<file path="src/rtl/hls_launch_ctrl.sv">
// hls_launch_ctrl: writes HLS kernel args, sets ap_start, polls ap_done over the
// host-to-AXI-lite bridge command port and reports completion with a busy-cycle count.
module hls_launch_ctrl #(
    parameter int HOST_ADDR_BITS = 8,
    parameter int HOST_DATA_BITS = 32,
    parameter int NUM_ARGS       = 4,
    parameter int ARG_BASE       = 'h10,
    parameter int ARG_STRIDE     = 8,
    parameter int CTRL_ADDR      = 'h00,
    parameter int MAX_POLLS      = 64,
    parameter int POLL_GAP       = 4
) (
    input  logic                               clock,
    input  logic                               reset,
    input  logic                               launch_valid,
    output logic                               launch_ready,
    input  logic [NUM_ARGS*HOST_DATA_BITS-1:0] launch_args,
    output logic                               host_req_valid,
    output logic                               host_req_opcode,
    output logic [HOST_ADDR_BITS-1:0]          host_req_addr,
    output logic [HOST_DATA_BITS-1:0]          host_req_value,
    input  logic                               host_req_deq,
    input  logic                               host_resp_valid,
    input  logic [HOST_DATA_BITS-1:0]          host_resp_bits,
    output logic                               done_valid,
    output logic                               done_timeout,
    output logic [31:0]                        done_cycles
);
    typedef enum logic [2:0] {IDLE, WR_ARG, WR_START, POLL_RD, POLL_WAIT, GAP, DONE} state_t;

    localparam logic [31:0] GAP_LOAD = (POLL_GAP < 1) ? 32'd1 : 32'(POLL_GAP);
    localparam logic [HOST_ADDR_BITS-1:0] CTRL = HOST_ADDR_BITS'(CTRL_ADDR);

    state_t                             state;
    logic [NUM_ARGS*HOST_DATA_BITS-1:0] args;
    logic [NUM_ARGS*HOST_DATA_BITS-1:0] args_sh;
    logic [31:0]                        idx;
    logic [31:0]                        polls;
    logic [31:0]                        gap;
    logic [31:0]                        cycles;
    logic [31:0]                        cycles_inc;
    logic                               deq;
    logic                               busy;
    logic                               ap_done;
    logic                               resp_unused;

    function automatic logic [HOST_ADDR_BITS-1:0] arg_addr(input logic [31:0] i);
        return HOST_ADDR_BITS'(32'(ARG_BASE) + i * 32'(ARG_STRIDE));
    endfunction

    // Pending args are kept shifted so the next one is always in the low word.
    assign args_sh     = args >> HOST_DATA_BITS;
    assign deq         = host_req_valid & host_req_deq;
    assign busy        = state inside {WR_ARG, WR_START, POLL_RD, POLL_WAIT, GAP};
    assign cycles_inc  = (&cycles) ? cycles : cycles + 32'd1;
    assign ap_done     = host_resp_bits[1];
    assign resp_unused = ^host_resp_bits;

    always_ff @(posedge clock or negedge reset) begin
        if (!reset) begin
            state           <= IDLE;
            args            <= '0;
            idx             <= '0;
            polls           <= '0;
            gap             <= '0;
            cycles          <= '0;
            launch_ready    <= 1'b0;
            host_req_valid  <= 1'b0;
            host_req_opcode <= 1'b0;
            host_req_addr   <= '0;
            host_req_value  <= '0;
            done_valid      <= 1'b0;
            done_timeout    <= 1'b0;
            done_cycles     <= '0;
        end else begin
            if (busy) cycles <= cycles_inc;
            case (state)
                IDLE: begin
                    launch_ready <= 1'b1;
                    if (launch_valid && launch_ready) begin
                        args            <= launch_args;
                        idx             <= '0;
                        polls           <= '0;
                        cycles          <= '0;
                        launch_ready    <= 1'b0;
                        host_req_valid  <= 1'b1;
                        host_req_opcode <= 1'b1;
                        host_req_addr   <= arg_addr(32'd0);
                        host_req_value  <= launch_args[HOST_DATA_BITS-1:0];
                        state           <= WR_ARG;
                    end
                end
                WR_ARG: if (deq) begin
                    if (idx == 32'(NUM_ARGS - 1)) begin
                        host_req_addr  <= CTRL;
                        host_req_value <= HOST_DATA_BITS'(1);
                        state          <= WR_START;
                    end else begin
                        idx            <= idx + 32'd1;
                        args           <= args_sh;
                        host_req_addr  <= arg_addr(idx + 32'd1);
                        host_req_value <= args_sh[HOST_DATA_BITS-1:0];
                    end
                end
                WR_START: if (deq) begin
                    host_req_opcode <= 1'b0;
                    host_req_value  <= '0;
                    state           <= POLL_RD;
                end
                POLL_RD: if (deq) begin
                    host_req_valid <= 1'b0;
                    state          <= POLL_WAIT;
                end
                POLL_WAIT: if (host_resp_valid) begin
                    if (ap_done || polls == 32'(MAX_POLLS - 1)) begin
                        done_valid   <= 1'b1;
                        done_timeout <= !ap_done;
                        done_cycles  <= cycles_inc;
                        state        <= DONE;
                    end else begin
                        polls <= polls + 32'd1;
                        gap   <= GAP_LOAD;
                        state <= GAP;
                    end
                end
                GAP: begin
                    gap <= gap - 32'd1;
                    if (gap == 32'd1) begin
                        host_req_valid <= 1'b1;
                        state          <= POLL_RD;
                    end
                end
                DONE: begin
                    done_valid   <= 1'b0;
                    done_timeout <= 1'b0;
                    done_cycles  <= '0;
                    launch_ready <= 1'b1;
                    state        <= IDLE;
                end
                default: state <= IDLE;
            endcase
        end
    end
endmodule

</file>
<file path="config.mk">
export PLATFORM = sky130hd
export DESIGN_NAME = hls_launch_ctrl
export DESIGN_NICKNAME = d
export VERILOG_FILES = /design/src/rtl/hls_launch_ctrl.sv
export SDC_FILE = /design/constraint.sdc
export NUM_CORES = 1
export LEC_CHECK = 0
export ABC_CLOCK_PERIOD_IN_PS = 2900
export CAP_MARGIN = 10
export CELL_PAD_IN_SITES_DETAIL_PLACEMENT = 0
export CELL_PAD_IN_SITES_GLOBAL_PLACEMENT = 2
export CORE_MARGIN = 1.5
export CORE_UTILIZATION = 34
export DETAILED_ROUTE_END_ITERATION = 8
export GPL_TIMING_DRIVEN = 0
export MAX_ROUTING_LAYER = met4
export PLACE_DENSITY_LB_ADDON = 0.1
export SLEW_MARGIN = 30
export SYNTH_ARGS = -nofsm -noshare
export SYNTH_HDL_FRONTEND = slang
export SYNTH_SLANG_ARGS = --single-unit
</file>
<file path="constraint.sdc">
create_clock -name clock -period 2.9 [get_ports clock]
set_input_delay 0.435 -clock clock [delete_from_list [all_inputs] [get_ports clock]]
set_output_delay 0.435 -clock clock [all_outputs]
set_load 0.02 [all_outputs]
</file>
# After elaboration in Yosys (flattened, before gate mapping)
# Index checks and enable logic that the tools add are counted.
[word_totals]
register_bits = 336
out_inout_bits = 77
elab_cells = 114
[op_classes]
addsub = 5
eq_ne = 19
n_mux = 52
n_bitwise = 1
n_reduce_logical = 23
[ops]
columns = ["cell", "n"]
rows = [
  ["32-bit two-way mux", 17],
  ["128-bit two-way mux", 3],
  ["128-bit one-hot mux with 2 select lines", 1],
  ["32-bit one-hot mux with 2 select lines", 4],
  ["32-bit by 1-bit adder with 32-bit output, second input constant", 3],
  ["32-bit one-hot mux with 3 select lines", 1],
  ["32-bit by 1-bit equality test with 1-bit output, second input constant", 1],
  ["32-bit by 2-bit equality test with 1-bit output, second input constant", 1],
  ["32-bit by 6-bit equality test with 1-bit output, second input constant", 1],
  ["32-bit AND reduction", 1],
  ["32-bit by 1-bit subtractor with 32-bit output, second input constant", 1],
  ["8-bit two-way mux", 3],
  ["3-bit two-way mux", 7],
  ["3-bit one-hot mux with 6 select lines", 1],
  ["8-bit one-hot mux with 2 select lines", 1],
  ["4-bit AND reduction", 4],
  ["2-bit inequality test, second input constant", 7],
  ["3-bit AND reduction", 4],
  ["2-bit nonzero test", 6],
  ["3-bit equality test, second input constant", 3],
  ["5-bit by 8-bit adder with 8-bit output, first input constant", 1],
  ["1-bit two-way mux", 8],
  ["1-bit one-hot mux with 2 select lines", 4],
  ["7-bit AND reduction", 1],
  ["12 further kinds", 16],
]

# Logic depth before layout (Yosys ltp)
[depth]
ltp_word = 5
mapped_depth = 12
ltp_nobuf = 7

# Worst setup path after synthesis
# Ideal clock, no wire load.
[synth_timing]
kind = "reg2reg"
start = "register cycles[0]"
end = "register cycles[30]"
setup_time_ns = 0.132
t_arrival_ns = 2.183
required_time_ns = 2.768
path_slack_ns = 0.585
path_stages_with_launch = 9
path_buffers = 1
period_less_slack_ns = 2.315
path_cell_list = "dfrtp_1 ha_1 nand4_2 or4_4 buf_6 nor4_4 nand3_1 xnor2_1 nor2_1"
[synth_between]
elab_chain_cells = 5
[synth_lines]
columns = ["element", "line_no", "text"]
rows = [
  ["start, declared", "40", "logic [31:0] cycles;"],
  ["start signal, assigned", "76", "if (busy) cycles <= cycles_inc;"],
  ["32-bit by 1-bit adder with 32-bit output or 32-bit AND reduction (tied branches)", "55", "assign cycles_inc = (&cycles) ? cycles : cycles + 32'd1;"],
  ["32-bit two-way mux *", "55", ""],
  ["32-bit two-way mux *", "76", ""],
  ["32-bit two-way mux", "80", "if (launch_valid && launch_ready) begin"],
  ["32-bit two-way mux *", "77", "case (state)"],
]
# Every way passes the cells marked *; elsewhere a longest branch is shown, timed or not.
# A chain may end at the register's enable or synchronous reset.

# Worst setup path after layout
[layout_timing]
start = "register idx[0]"
end = "register host_req_value[4]"
[layout_between]
elab_chain_cells = 4
[layout_lines]
columns = ["element", "line_no", "text"]
rows = [
  ["start, declared", "37", "logic [31:0] idx;"],
  ["start signal, assigned", "99", "idx <= idx + 32'd1;"],
  ["32-bit by 2-bit equality test with 1-bit output", "94", "if (idx == 32'(NUM_ARGS - 1)) begin"],
  ["32-bit two-way mux", "94", ""],
  ["32-bit two-way mux", "93", "WR_ARG: if (deq) begin"],
  ["32-bit one-hot mux with 3 select lines", "77", ""],
  ["end signal, assigned", "89", "host_req_value <= launch_args[HOST_DATA_BITS-1:0];"],
  ["end signal, assigned", "102", "host_req_value <= args_sh[HOST_DATA_BITS-1:0];"],
  ["end, declared", "21", "output logic [HOST_DATA_BITS-1:0] host_req_value,"],
]
# Every way passes these cells. The select of a mux whose other input is x is not followed.

==> results_dict.tcl <==
set metrics [dict create \
    routed_wl_um 49470 \
    synth_edf_count 0 \
    fmax_ghz 0.3656 \
    clockPowerShare_pct 25.6 \
    place_congestion 0.8293 \
    insertion_delay_ns 0.57 \
    clk_pin_slew_ns 0.06 \
    syn_inst 1477 \
    synth_top_area_share_pct 50.69 \
    ys_top_cells_by_area "dfrtp_1 51%, nor2_1 4.9%, o221a_2 4.9%, xnor2_1 4.8%, or3_1 3.2%" \
    tightest_slew_ns 0.8167 \
    synth_ff_type "dfrtp_1" \
    cts_tree "done" \
    fin_worst_skew_ns 0.02508 \
    ys_async_sr_fraction_pct 100.0 \
    maxCapViolCount 0 \
    p_sw_w 0.007073 \
    finalHoldViolCount 0 \
    syn_avg_cell_area_sq_um 10.06 \
    ys_warn_count 0 \
    status "complete, no violations" \
    power_w 0.01841 \
    synthSimpleGateAreaFrac_pct 20.52 \
    grt_antenna_before_repair 4 \
    start_util_pct 34.50 \
    slew_viol_final 0 \
    hpwl_um 36160 \
    synth_top_family_by_area "simple AND/OR/NAND/NOR gates" \
    grt_usage_pct 23.14 \
    cts_buffer_depth 3 \
    io-pin-count 242 \
    htreeDepth 2 \
    start_kind "flip-flop" \
    p_int_w 0.01134 \
    syn_to_final_growth_pct 28.65 \
    synthAdderAreaFrac_pct 0.5052 \
    drive_above_1_share_pct 12.62 \
    grt_overflow 0 \
    most-common-layout-cells "301 x dfrtp_1, 206 x clkdlybuf4s50_1, 190 x nor2_1, 107 x nand2_1, 81 x xnor2_1" \
    grt_pass1_wl_um 76910 \
    synth_area_sq_um 14860 \
    wl_per_cell_um 21.06 \
    yosys.area_share.xor_xnor_pct 7.545 \
    routed_via_density 5.301 \
    grt_max_degree 80 \
    first_global_vias 12578 \
    rows 76 \
    synth.yosys.seq_area_share_pct 50.69 \
    p_leak_nw 7.592 \
    worst_ep_arrival_time_ns 3.15 \
    placed_area_sq_um 17800 \
    finalCritPeriodShare_pct 94.31 \
    yosys.area.top_type "dfrtp_1" \
    portBuffers 207 \
    coreArea_sq_um 43080 \
    die_h_um 212.1 \
    p_comb_share_pct 39.4 \
    fin_crit_ns 2.735 \
    drc_errors 0 \
    seqPwrFrac_pct 35.0 \
    setup_viol 0 \
    vias 12453 \
    numCtsBuffers 37 \
    first_pass_iters 5 \
    worstPathMaxFanout 10 \
    synth_cell_types 78 \
    ys_ff_latch 301 \
    postRouteAntennaNets 0 \
    fp.dieW_um 212.1 \
    design_area_sq_um 19120 \
    max-slew-margin-rel_pct 45.56 \
    critPathKind "flip-flop to flip-flop" \
    power_density_nw_per_um2 963.0 \
    synth_mux_area_share_pct 0.2779 \
    drt-initial-drc-count 777 \
    holdWs_ns 0.2878 \
    critPathRequiredTime_ns 3.31 \
    p_sw_share_pct 38.42 \
    cts-root-buf "clkbuf_16" \
    layout.nets 1904 \
    dieArea_sq_um 44970 \
    grt_setup_unrepaired "true" \
    cts_sinks 301 \
    synth-compound-area-share_pct 16.66 \
    hold_class "input port to async pin" \
    final_common_cell "dfrtp_1" \
    irDropWorstVdd_v 0.0003875 \
    crit_path_end_kind "flip-flop" \
]
cell usage after synthesis (all sizes together) (7+ instances only):
cell / n
nor4: 37
inv: 20
and4: 14
nor3: 30
a2111oi: 15
or3: 77
o221a: 64
nand4: 31
a21oi: 62
a22o: 41
o211ai: 7
xor2: 47
buf: 40
dfrtp: 301
nand2: 108
o31ai: 8
nor2: 193
xnor2: 81
nand3: 59
and3: 13
o21ai: 50
clkbuf: 69
a22oi: 31
power groups by stage:
| stage | clock network [W] | registers [W] | logic (W) |
|---|---|---|---|
| global placement | 0 | 0.00653 | 0.00713 |
| global route | 0.00498 | 0.00662 | 0.00797 |
| finish | 0.00471 | 0.00645 | 0.00725 |
| detailed placement | 0 | 0.00652 | 0.00719 |
| floorplan | 0 | 0.00671 | 0.00399 |
| CTS | 0.00483 | 0.00646 | 0.00727 |
state kept, by name (all words and copies together), names as in the netlist:
| name | count |
|---|---|
| gap | 32 |
| done_cycles | 32 |
| args | 96 |
| host_req_value | 32 |
| host_req_opcode | 1 |
| host_req_valid | 1 |
| done_valid | 1 |
| done_timeout | 1 |
| polls | 32 |
| cycles | 32 |
| state | 3 |
| host_req_addr | 5 |
| launch_ready | 1 |
| idx | 32 |
through the flow:
step	util [%]	cells	TNS, ns	setup slack (ns)
6_report	44.38	2349	0	0.1651
5_1_grt	44.38	2349	-0.001899	-0.001899
4_1_cts	44.23	2342	0	0.03609
3_5_place_dp	41.33	2276	-117.00	-0.9509
3_3_place_gp	41.02	2271	-3916.71	-12.68
2_1_floorplan	-	1479	0	0.5854
repair_timing:
| action | 4_1_cts | 5_1_grt |
|---|---|---|
| setup endpoints to repair | 144 | 139 |
| endpoints found under the hold margin | 52 | 0 |
| hold buffers | 1 | 0 |
| buffers inserted | 0 | 2 |
| resized for setup | 8 | 32 |
| pin swaps | 0 | 1 |
critical path: stages, from the launching register on:
cell and delay (ns):
dfrtp_1 0.42, ha_1 0.16, buf_2 0.19, nor3b_1 0.21, nand4_1 0.17, o21a_1 0.21, buf_2 0.20, clkbuf_1 0.35
a22oi_1 0.54, a21oi_1 0.13
kinds of logic (layout without fill, tap and decap cells):
family                   after synthesis  in the layout
buffers and inverters                129            409
adder cells (fa/ha/maj)                6              6
AND/OR/NAND/NOR                      591            591
XOR/XNOR                             128            128
multiplexers                           4              4
other                                  1              8
flip-flops                           301            301
AO/OA/AOI/OAI                        317            317
metal layers:
metal	track usage (%)	vias to the layer above	share of wire (%)
met5	-	-	0
met4	5.862	0	1.9
met3	3.264	59	4.4
met2	35.35	243	46
met1	32.31	6234	48
li1	-	5917	-
layout make-up:
cell class | count | area (sq um)
diodes | 5 | 12.51
plain buffers | 109 | 509.2
clock buffers | 55 | 1106
multi-input cells | 1049 | 6829
clock inverters | 10 | 103.9
flip-flops and latches | 301 | 7532
fillers | 4270 | 23960
well taps | 585 | 732.0
inverters | 20 | 75.07
repair buffers | 215 | 2217
final timing paths:
path | start | endpoint | slack, ns | cells past startpoint
worst min register to register | done_cycles[18]$_DFFE_PN0P_ | done_cycles[18]$_DFFE_PN0P_ | 0.48 | 2
max in group asynchronous | reset | done_cycles[7]$_DFFE_PN0P_ | 1.29 | 5
min in group clock | launch_args[0] | host_req_value[0]$_DFFE_PN0P_ | 0.46 | 3
worst max-delay path | idx[0]$_DFFE_PN0P_ | host_req_value[4]$_DFFE_PN0P_ | 0.17 | 9
worst min-delay path | reset | host_req_value[23]$_DFFE_PN0P_ | 0.29 | 2
worst max register to register | idx[0]$_DFFE_PN0P_ | host_req_value[4]$_DFFE_PN0P_ | 0.17 | 9
Power figures use the tool's default switching activity.
